<file path="config.mk">
export PLATFORM = sky130hd
export DESIGN_NAME = acc_alu_nb
export DESIGN_NICKNAME = d
export VERILOG_FILES = /design/src/rtl/acc_alu_nb.sv
export SDC_FILE = /design/constraint.sdc
export NUM_CORES = 1
export LEC_CHECK = 0
export ABC_CLOCK_PERIOD_IN_PS = 6450
export BUFFER_PORTS_ARGS = -buffer_cell sky130_fd_sc_hd__buf_2
export CAP_MARGIN = 25
export CORE_ASPECT_RATIO = 0.6
export CORE_MARGIN = 10
export CORE_UTILIZATION = 60
export CTS_CLUSTER_SIZE = 10
export DETAILED_ROUTE_END_ITERATION = 6
export GPL_TIMING_DRIVEN = 0
export HOLD_SLACK_MARGIN = 0.02
export PLACE_DENSITY = 0.76
export RECOVER_POWER = 50
export SLEW_MARGIN = 40
export SYNTH_ARGS = -nofsm -noshare
export SYNTH_HDL_FRONTEND = slang
export SYNTH_SLANG_ARGS = --single-unit
</file>
<file path="constraint.sdc">
create_clock -name clk -period 6.45 [get_ports clk]
set_input_delay 0.645 -clock clk [delete_from_list [all_inputs] [get_ports clk]]
set_output_delay 0.645 -clock clk [all_outputs]
set_load 0.01 [all_outputs]
</file>
<file path="src/rtl/acc_alu_nb.sv">
// -----------------------------------------------------------------------------
// acc_alu_nb -- WIDTH-bit accumulator ALU for the multi-cycle CPU datapath.
//
// Single-cycle ops (NOP/LOAD/ADD/SUB/AND/OR/SHL1) update the accumulator at
// the falling clock edge where they are issued. MUL is an iterative shift-add
// multiply that takes WIDTH edges, raises busy while it runs, and pulses done
// for one period when the product is written back.
//
// Optional feature macro: ACC_SAT_EN
//   defined   -> ADD/SUB saturate to the signed limit on signed overflow.
//   undefined -> ADD/SUB wrap modulo 2^WIDTH.
//
// Ports:
//   clk    in   system clock; all state changes on the falling edge
//   rst    in   synchronous active-high reset, sampled on the falling edge
//   in     in   [WIDTH-1:0] operand
//   op     in   [2:0] operation select
//   op_en  in   execute op this edge (ignored while busy)
//   out    out  [WIDTH-1:0] accumulator contents
//   busy   out  multiply in progress
//   done   out  one-period pulse after the MUL result is written
//   zero   out  accumulator == 0 (combinational)
//   carry  out  registered carry / borrow / shifted-out bit
//   ovf    out  registered signed overflow
// -----------------------------------------------------------------------------
module acc_alu_nb #(
  parameter int unsigned      WIDTH   = 16,
  parameter logic [WIDTH-1:0] RST_VAL = '0
) (
  input  logic             clk,
  input  logic             rst,
  input  logic [WIDTH-1:0] in,
  input  logic [2:0]       op,
  input  logic             op_en,
  output logic [WIDTH-1:0] out,
  output logic             busy,
  output logic             done,
  output logic             zero,
  output logic             carry,
  output logic             ovf
);

  localparam int unsigned CNT_W = $clog2(WIDTH + 1);

  localparam logic [WIDTH-1:0] SAT_POS = {1'b0, {(WIDTH-1){1'b1}}};
  localparam logic [WIDTH-1:0] SAT_NEG = {1'b1, {(WIDTH-1){1'b0}}};

  typedef enum logic [2:0] {
    OP_NOP  = 3'b000,
    OP_LOAD = 3'b001,
    OP_ADD  = 3'b010,
    OP_SUB  = 3'b011,
    OP_AND  = 3'b100,
    OP_OR   = 3'b101,
    OP_SHL1 = 3'b110,
    OP_MUL  = 3'b111
  } op_e;

  typedef enum logic {
    S_IDLE,
    S_MUL
  } state_e;

  state_e           state_q,  state_d;
  logic [WIDTH-1:0] acc_q,    acc_d;
  logic             carry_q,  carry_d;
  logic             ovf_q,    ovf_d;
  logic             busy_q,   busy_d;
  logic             done_q,   done_d;
  logic [WIDTH-1:0] mcand_q,  mcand_d;
  logic [WIDTH-1:0] mplier_q, mplier_d;
  logic [WIDTH-1:0] prod_q,   prod_d;
  logic [CNT_W-1:0] cnt_q,    cnt_d;

  op_e              op_sel;
  logic [WIDTH:0]   sum;
  logic [WIDTH:0]   diff;
  logic             add_ovf;
  logic             sub_ovf;
  logic [WIDTH-1:0] add_res;
  logic [WIDTH-1:0] sub_res;
  logic [WIDTH-1:0] prod_step;

  assign op_sel = op_e'(op);

  // One extra MSB captures carry-out on ADD and borrow on SUB.
  assign sum  = {1'b0, acc_q} + {1'b0, in};
  assign diff = {1'b0, acc_q} - {1'b0, in};

  // ADD overflows when both operands share a sign the result lacks; SUB
  // overflows when the operands differ in sign and the result leaves acc's.
  assign add_ovf = (acc_q[WIDTH-1] == in[WIDTH-1]) && (sum[WIDTH-1]  != acc_q[WIDTH-1]);
  assign sub_ovf = (acc_q[WIDTH-1] != in[WIDTH-1]) && (diff[WIDTH-1] != acc_q[WIDTH-1]);

`ifdef ACC_SAT_EN
  // On overflow the true result lies on acc's side of zero in both cases,
  // so acc's sign picks the limit to clamp to.
  assign add_res = add_ovf ? (acc_q[WIDTH-1] ? SAT_NEG : SAT_POS) : sum[WIDTH-1:0];
  assign sub_res = sub_ovf ? (acc_q[WIDTH-1] ? SAT_NEG : SAT_POS) : diff[WIDTH-1:0];
`else
  assign add_res = sum[WIDTH-1:0];
  assign sub_res = diff[WIDTH-1:0];
`endif

  // Partial product including this edge's conditional addition.
  assign prod_step = mplier_q[0] ? (prod_q + mcand_q) : prod_q;

  always_comb begin
    // NOTE: every signal gets a hold/default value first so no path through
    // the case statements leaves it unassigned (which would infer a latch).
    state_d  = state_q;
    acc_d    = acc_q;
    carry_d  = carry_q;
    ovf_d    = ovf_q;
    busy_d   = busy_q;
    done_d   = 1'b0;
    mcand_d  = mcand_q;
    mplier_d = mplier_q;
    prod_d   = prod_q;
    cnt_d    = cnt_q;

    unique case (state_q)
      S_IDLE: begin
        if (op_en) begin
          unique case (op_sel)
            OP_NOP: ;
            OP_LOAD: begin
              acc_d   = in;
              carry_d = 1'b0;
              ovf_d   = 1'b0;
            end
            OP_ADD: begin
              acc_d   = add_res;
              carry_d = sum[WIDTH];
              ovf_d   = add_ovf;
            end
            OP_SUB: begin
              acc_d   = sub_res;
              carry_d = diff[WIDTH];
              ovf_d   = sub_ovf;
            end
            OP_AND: begin
              acc_d   = acc_q & in;
              carry_d = 1'b0;
              ovf_d   = 1'b0;
            end
            OP_OR: begin
              acc_d   = acc_q | in;
              carry_d = 1'b0;
              ovf_d   = 1'b0;
            end
            OP_SHL1: begin
              acc_d   = {acc_q[WIDTH-2:0], 1'b0};
              carry_d = acc_q[WIDTH-1];
              ovf_d   = 1'b0;
            end
            OP_MUL: begin
              mcand_d  = acc_q;
              mplier_d = in;
              prod_d   = '0;
              cnt_d    = CNT_W'(WIDTH);
              busy_d   = 1'b1;
              state_d  = S_MUL;
            end
            default: ;
          endcase
        end
      end

      S_MUL: begin
        prod_d   = prod_step;
        mcand_d  = mcand_q << 1;
        mplier_d = mplier_q >> 1;
        cnt_d    = cnt_q - CNT_W'(1);
        // Last iteration: commit the product including this edge's addition.
        if (cnt_q == CNT_W'(1)) begin
          acc_d   = prod_step;
          carry_d = 1'b0;
          ovf_d   = 1'b0;
          busy_d  = 1'b0;
          done_d  = 1'b1;
          state_d = S_IDLE;
        end
      end

      default: state_d = S_IDLE;
    endcase
  end

  // Reset wins over everything, so a MUL in flight is dropped without done.
  always_ff @(negedge clk) begin
    if (rst) begin
      // NOTE: non-blocking assignments here so every flop samples the values
      // from before this edge, independent of statement order.
      state_q  <= S_IDLE;
      acc_q    <= RST_VAL;
      carry_q  <= 1'b0;
      ovf_q    <= 1'b0;
      busy_q   <= 1'b0;
      done_q   <= 1'b0;
      mcand_q  <= '0;
      mplier_q <= '0;
      prod_q   <= '0;
      cnt_q    <= '0;
    end else begin
      state_q  <= state_d;
      acc_q    <= acc_d;
      carry_q  <= carry_d;
      ovf_q    <= ovf_d;
      busy_q   <= busy_d;
      done_q   <= done_d;
      mcand_q  <= mcand_d;
      mplier_q <= mplier_d;
      prod_q   <= prod_d;
      cnt_q    <= cnt_d;
    end
  end

  assign out   = acc_q;
  assign busy  = busy_q;
  assign done  = done_q;
  assign carry = carry_q;
  assign ovf   = ovf_q;
  assign zero  = (acc_q == '0);

endmodule

</file>
==> flow_results.org, run 1 <==
** Run status
- The flow ran to the end, and the final reports show no timing, DRC or antenna violations.

** Power and ir drop
- Pwr Density :: 222 nW/um2
- In this run the power spent charging and discharging nets is 0.660 mW.
- The design draws 1.66 mW.
- Cell internal power dissipation :: 0.997 mW
- The analysis attributes to cell leakage a power of ~3.4 nW.
- Worst ir drop on vdd :: approximately 0.22 mV
- The share of total power dissipated in combinational logic is 0.255.
- Of the total power, the share spent switching nets is 0.398.
- The share of total power dissipated in the clock network is 0.436.
- The share of total power dissipated in sequential elements is 0.309.

** Placed design
- PortBufs :: 41
- Place WS :: -261 ps
- Post-detail-place hpwl :: 18.3 mm
- Total cell area at the placement stage :: 6910 um2
- Final weighted congestion in routability-driven placement :: 1.00
- Including well taps, the total number of placed cells is 1071.

** Worst setup path
- CP top delay family :: compound AO/OA/AOI/OAI gates
- Highest net fanout along the worst path :: 7
- WP data arrival :: ~3400 ps
- The critical path contains buffers and inverters numbering 4 combined.
- Crit. End Element :: flop
- The critical path is of the in2reg type.
- R2R Setup Slk :: 2980 ps
- STA classifies the critical path startpoint as a primary input.
- For this run, the slowest stage of the critical path takes around 770 ps.
- Cell with the largest stage delay on the worst path :: sky130_fd_sc_hd__o41ai_1
- For the worst setup path, the data required time is 3470 ps.
- The signal on the critical path passes through buf_2, inv_1, ha_1, buf_2, a211oi_1, o21a_1, o41ai_1, o41ai_2, buf_4, xnor2_1, and3_1, a311oi_1, a311oi_1.

** Timing
- Number of max-slew violations in the final report :: 0
- Between clock sinks in the finished design, the worst skew comes to 17.7 ps.
- Setup total negative slack on the finished layout was measured at 0 ps.
- Least-Margin Pin Slew :: 844 ps
- Slack of the critical path :: 38.5 ps
- Final setup violation count :: 0
- Fin Hold WS :: roughly 460 ps
- The total count of hold-check failures in the final report came to 0.
- The worst pin sits at a relative slew slack of 0.430.

** Yosys
- Most instantiated flip-flop cell in the synthesis netlist :: sky130_fd_sc_hd__dfxtp_1
- Net count after synthesis :: roughly 980
- Synthesis warning total :: 0
- The synthesized netlist contains 76 unique library cells.
- The share of the Yosys chip area taken by registers is 0.227.
- Post-synthesis instance area :: about 6500 um2
- Counting flops with an async set or reset pin after synthesis yields a share of 0.
- Synthesized flop and latch total :: 74
- Avg Synthesized Cell Area :: between 7 and 8 um2
- EDFF count, synth :: 0
- Synthesized instance count :: 891

** Clock network
- After clock tree synthesis, the clock-pin slew on the worst setup and hold paths is roughly 40 ps.
- Quantity of hold-fixing buffers added after cts :: 0
- CTS root buf :: sky130_fd_sc_hd__clkbuf_16
- Total clock sinks :: 74
- Clock latency at the later pin of the worst-skew pair :: 410 ps
- Number of buffers inserted during clock tree synthesis :: 9
- Deepest level of the CTS H-tree :: 3
- TritonCTS clock tree :: done
- Counting along the longest clock path gives a buffer depth of 2.

** Die
- The core region is 10600 um2.
- Number of primary I/O pins :: 43
- Std cell rows :: 29
- For this configuration, the core starts out at a cell density of 0.616.
- Area enclosed by the die boundary :: 15600 um2
- Die Ht :: between 100 and 150 um
- Width of the die :: 155 um

** Routing
- In the routed layout, each cell is associated on average with a via count of about 6.6.
- After detailed routing, the total wire length is about 25 mm.
- First-pass iteration count of the detailed router :: 6
- DRC violation count after routing :: 0
- For this block, the initial DRC count from the detailed router was approximately 1100.
- Final routed wire length divided by cell count :: 21.2 um
- Via Count :: 7620
- Number of nets with antenna violations after routing :: 0

** Cells and area
- In the final design database the tool counted 1110 nets.
- The finished cells cover 7470 um2.
- Ant diodes :: 0
- Area used by sequential logic in the layout :: around 1500 um2
- Leading cell types in the layout, fill and taps excluded :: sky130_fd_sc_hd__nor2_1 (166), sky130_fd_sc_hd__inv_1 (132), sky130_fd_sc_hd__a21oi_1 (125)
- Layout Area Growth over Synthesis :: 14.4%
- Once layout is complete, the utilization of the core stands at 0.705.
- The library cell used most frequently in the layout, excluding fill and tap cells, is sky130_fd_sc_hd__nor2_1.
- Post-Layout Cell Count :: 1161
- Fill cells in the final layout number 900.
- In the final layout, the share of cells above drive strength 1 is 0.0695.
- Area taken by multi-input logic gates :: 4570 um2

** Run
- Max cap viols :: 0

** Global route
- Global-route usage over all layers :: 0.305
- Overall overflow remaining after global route :: 0
- Initial antenna violation count :: 0
- The first global-routing pass estimated 38.5 mm of wire.
- The via count of the first global-routing pass is around 7300.
- Maximum number of pins on one net before global-route repair :: 15

** Worst hold path
- Tightest Hold Check Type :: reg2reg
## power by group through the flow
stage | Combinational, mW | Sequential, mW | Clock, mW
6_report | 0.422 | 0.513 | 0.723
5_1_grt | 0.456 | 0.512 | 0.780
4_1_cts | 0.406 | 0.509 | 0.726
3_5_place_dp | 0.402 | 0.516 | 0.0705
3_3_place_gp | 0.393 | 0.515 | 0.0705
2_1_floorplan | 0.278 | 0.508 | 0.0705
## registers in the layout, summed over array words and instances, names as in the netlist
register	count
out	16
state_q	1
mplier_q	16
ovf	1
carry	1
busy	1
prod_q	16
done	1
cnt_q	5
mcand_q	16
## logic make-up after synthesis
| logic type | count (synthesis) | share of synthesized area |
|---|---|---|
| AOI/OAI and AO/OA | 299 | 0.300 |
| xor gates and xnor gates | 26 | 0.0349 |
| adders and majority gates | 71 | 0.140 |
| buffers and inverters | 114 | 0.0748 |
| DFF | 74 | 0.227 |
| muxes | 15 | 0.0242 |
| and+or+nand+nor | 292 | 0.200 |
## worst register-to-register path: stages (launching register included)
cell and delay, ps:
sky130_fd_sc_hd__dfxtp_1 650, sky130_fd_sc_hd__inv_1 190, sky130_fd_sc_hd__ha_1 520, sky130_fd_sc_hd__inv_1 190, sky130_fd_sc_hd__o41ai_1 820, sky130_fd_sc_hd__o41ai_2 140, sky130_fd_sc_hd__buf_4 180, sky130_fd_sc_hd__xnor2_1 110
sky130_fd_sc_hd__and3_1 160, sky130_fd_sc_hd__a311oi_1 220, sky130_fd_sc_hd__a311oi_1 130
## final cells by class
type                       instances  share of cell area
sequential                        74               0.198
clock buffer                       9              0.0302
buffer                            55              0.0337
tap                              139              0.0233
inverter                          58              0.0292
multi-input combinational        703               0.612
clock inverter                    81              0.0482
timing repair buffer              42              0.0250
## final timing paths
check | endpoint | startpoint | cells past startpoint
worst max register to register | out[12] | out[9] | 10
worst min register to register | carry | carry | 2
worst max-delay path | out[12] | in[2] | 13
worst min-delay path | carry | carry | 2
## Yosys cell counts, drive strengths merged (5+ instances only)
cell,instances,area (um2)
nand3,14,70.1
nor2,168,631
mux2,6,67.6
buf,13,108
nand2b,7,43.8
xnor2,17,149
o21ai,47,235
a21o,6,45.0
o211ai,8,60.1
dfxtp,74,1480
o311ai,8,70.1
a21oi,126,642
a22oi,14,105
nor2b,8,50.1
a311oi,5,43.8
nor3,12,60.1
o21a,5,37.5
nand2,39,146
and3,8,50.1
mux2i,9,90.1
or3,8,50.1
a211oi,17,138
xor2,9,78.8
inv,59,221
ha,68,851
nor4,6,37.5
a221oi,10,87.6
or2,5,31.3
o22ai,6,37.5
clkbuf,42,159
## what timing repair did
action,in CTS,in global routing
endpoints found under the setup margin,0,3
setup buffers,0,1
gates resized for setup,0,2
## routing by layer
metal / share of wire / vias up / global-route usage
met3: 0.15 / 85 / 0.105
met5: 0 / - / 0
met2: 0.41 / 619 / 0.438
li1: - / 3424 / -
met4: 0.028 / 0 / 0.101
met1: 0.41 / 3492 / 0.415
Power figures use the tool's default switching activity.
==> inputs of run 2 (changes only) <==
--- a/config.mk
+++ b/config.mk
@@ -13,7 +13,7 @@
 export CORE_UTILIZATION = 60
 export CTS_CLUSTER_SIZE = 10
 export DETAILED_ROUTE_END_ITERATION = 6
-export GPL_TIMING_DRIVEN = 0
+export GPL_TIMING_DRIVEN = 1
 export HOLD_SLACK_MARGIN = 0.02
 export PLACE_DENSITY = 0.76
 export RECOVER_POWER = 50
==> flow_results.org, run 2 (synthesis results as in run 1) <==
** Placed design
- The count of input and output buffers was 42 (was 41).
- Final weighted congestion in routability-driven placement :: 1.07 (was 1.00)
- The estimated wirelength of the detail-placed design was 16.3 mm (was 18.3 mm).
- Count of placed standard cells including taps :: 1052 (was 1071)

** Cells and area
- Leading cell types in the layout, fill and taps excluded: sky130_fd_sc_hd__nor2_1 (168), sky130_fd_sc_hd__inv_1 (132), sky130_fd_sc_hd__a21oi_1 (125) (was sky130_fd_sc_hd__nor2_1 (166), sky130_fd_sc_hd__inv_1 (132), sky130_fd_sc_hd__a21oi_1 (125)).
- The antenna diode count was 0 (unchanged).
- The share of final-layout standard cells stronger than drive strength 1 was 0.0928 (was 0.0695).
- The synthesis-to-layout area growth is 13.9% (was 14.4%).
- Final net count :: 1090 (was 1110)
- The final standard cell count with taps included and fillers excluded came to 1141 (was 1161).
- Leading cell type in the layout, fill and taps excluded :: sky130_fd_sc_hd__nor2_1 (unchanged)

** Clock network
- The number of gates given a new drive strength after cts is 0 (unchanged).
- Clock latency at the later pin of the worst-skew pair :: 430 ps (was 410 ps)
- The TritonCTS clock tree is done (unchanged).
- Quantity of hold-fixing buffers added after cts :: 0 (unchanged)
- The post-CTS setup-driven buffer insertion count came to 0 (unchanged).
- Number of buffers on the longest clock path :: 2 (unchanged)
- Clock-pin transition on the worst setup and hold timing paths :: 30 ps (was 40 ps)
- CTS root buf :: sky130_fd_sc_hd__clkbuf_16 (unchanged)
- Number of buffers inserted during clock tree synthesis :: 9 (unchanged)
- Deepest level of the CTS H-tree :: 3 (unchanged)
- Total clock sinks :: 74 (unchanged)

** Global route
- The total overflow reported by the global router is 0 (unchanged).
- GR Util met1 :: 0.340 (was 0.415)
- The most utilized layer in the global route result was met2 (unchanged).
- The first-pass GRT wire length is 35.3 mm (was 38.5 mm).
- The initial antenna violation count is 0 (unchanged).
- Maximum number of pins on one net before global-route repair :: 93 (was 15)
- The via count of the first global-routing pass was 7060 (was 7286).
- Grt met3 use :: 0.0878 (was 0.105)
- Met2 usage in global routing :: 0.434 (was 0.438)
- Global-route usage over all layers :: 0.277 (was 0.305)

** Die
- The area of the core region was 10600 um2 (unchanged).
- Area enclosed by the die boundary :: 15600 um2 (unchanged)
- Die Ht :: 101 um (unchanged)
- Number of primary I/O pins :: 43 (unchanged)
- The initial standard-cell utilization of the core came to 0.616 (unchanged).
- Std cell rows :: 29 (unchanged)
- The die width was 155 um (unchanged).

** Worst hold path
- Tightest Hold Check Type :: reg2reg (unchanged)

** Routing
- The remaining antenna violation count was 0 (unchanged).
- The detail-routed net length per standard cell was 19.7 um (was 21.2 um).
- Drt total wl :: 22.5 mm (was 24.6 mm)
- The via count is 7286 (was 7620).
- The detailed-routing iteration count for the pre-antenna-repair pass came to 6 (unchanged).
- The DRC violation total after the first TritonRoute iteration is 633 (was 1144).
- The total DRC errors in the routed layout was 0 (unchanged).
- The via density per instance came to 6.39 (was 6.56).

** Power and ir drop
- The cell leakage power is 3.44 nW (was 3.39 nW).
- Total power consumption of the routed design :: 1.61 mW (was 1.66 mW)
- Pwr Density :: 216 nW/um2 (was 222 nW/um2)
- Worst ir drop on vdd :: 0.168 mV (was 0.224 mV)

** Timing
- Setup repair after global routing left no endpoint under its margin.
- The clock skew after layout came to 36.1 ps (was 17.7 ps).
- Final Hold Vio Count :: 0 (unchanged)
- The worst-case headroom to the max-slew limit is -0.198 (was 0.430).
- Final setup violation count :: 0 (unchanged)
- The transition at the pin with the smallest max-transition slack was 1800 ps (was 844 ps).
- The final count of pins violating max slew was 41 (was 0).

** Worst setup path
- The required arrival time at the worst endpoint is 3490 ps (was 3470 ps).
- The worst path arrival time is 3270 ps (was 3430 ps).
- Crit. End Element :: flop (unchanged)
- Highest net fanout along the worst path :: 3 (was 7)
- The reg-to-reg setup timing slack is 3190 ps (was 2980 ps).
- Critical setup path kind :: in2reg (unchanged)
- Startpoint Class :: primary input (unchanged)

** Run
- Max cap viols :: 1 (was 0)

** Run status
- Run status: complete, but fails checks (was finished, final reports clean).
- The checks that failed: max-capacitance violations, max-slew violations.
## run 2: cell count changes in the layout (fill, tap and decap cells not counted), moves of 2 or more
cell,previous run,this run
sky130_fd_sc_hd__nor2_1,166,168
sky130_fd_sc_hd__buf_4,2,30
sky130_fd_sc_hd__buf_6,5,1
sky130_fd_sc_hd__nor2_2,2,0
sky130_fd_sc_hd__clkbuf_1,66,24
## run 2: cell type report
class,count,area (um2)
multi-input cells,703,4560
fillers,909,3160
flip-flops and latches,74,1480
repair buffers,77,437
clock inverters,81,338
clock buffers,9,225
inverters,58,218
well taps,139,174
## run 2: per-stage QoR
| stage | cell area [um2] | setup TNS [ps] | hold WS (ps) | utilization | setup slack, ps |
|---|---|---|---|---|---|
| floorplan | 6530 | 0 | 449 | - | 338 |
| detailed placement | 6910 | -135 | 470 | 0.652 | -115 |
| global route | 7430 | 0 | 504 | 0.701 | 19.6 |
| global placement | 6910 | 0 | 453 | 0.652 | 57.3 |
| finish | 7430 | 0 | 477 | 0.701 | 223 |
| CTS | 7470 | 0 | 477 | 0.705 | 288 |
## run 2: power breakdown
part	internal, mW	switching [mW]	leakage [nW]	total [mW]
Clock	0.329	0.352	0.533	0.681
Sequential	0.478	0.0336	0.601	0.512
Combinational	0.156	0.260	2.30	0.415
## run 2: critical path, stage by stage
cell and delay, ps:
sky130_fd_sc_hd__buf_2 100, sky130_fd_sc_hd__ha_1 230, sky130_fd_sc_hd__fa_1 440, sky130_fd_sc_hd__a211oi_1 320
sky130_fd_sc_hd__o21a_1 240, sky130_fd_sc_hd__o41ai_1 160, sky130_fd_sc_hd__o41ai_2 220, sky130_fd_sc_hd__buf_4 170
sky130_fd_sc_hd__o21ai_1 90, sky130_fd_sc_hd__a2111oi_0 520, sky130_fd_sc_hd__o21ai_1 140
## run 2: worst paths after layout
check             from   endpoint  cells after the start
max              in[0]      carry                     11
min          prod_q[4]  prod_q[4]                      2
max reg2reg     out[1]     out[9]                     11
min reg2reg  prod_q[4]  prod_q[4]                      2
## run 2: metal layers
metal,vias to the layer above,part of all wire
li1,3381,-
met1,3364,0.41
met2,463,0.44
met3,78,0.12
met4,0,0.031
met5,-,0
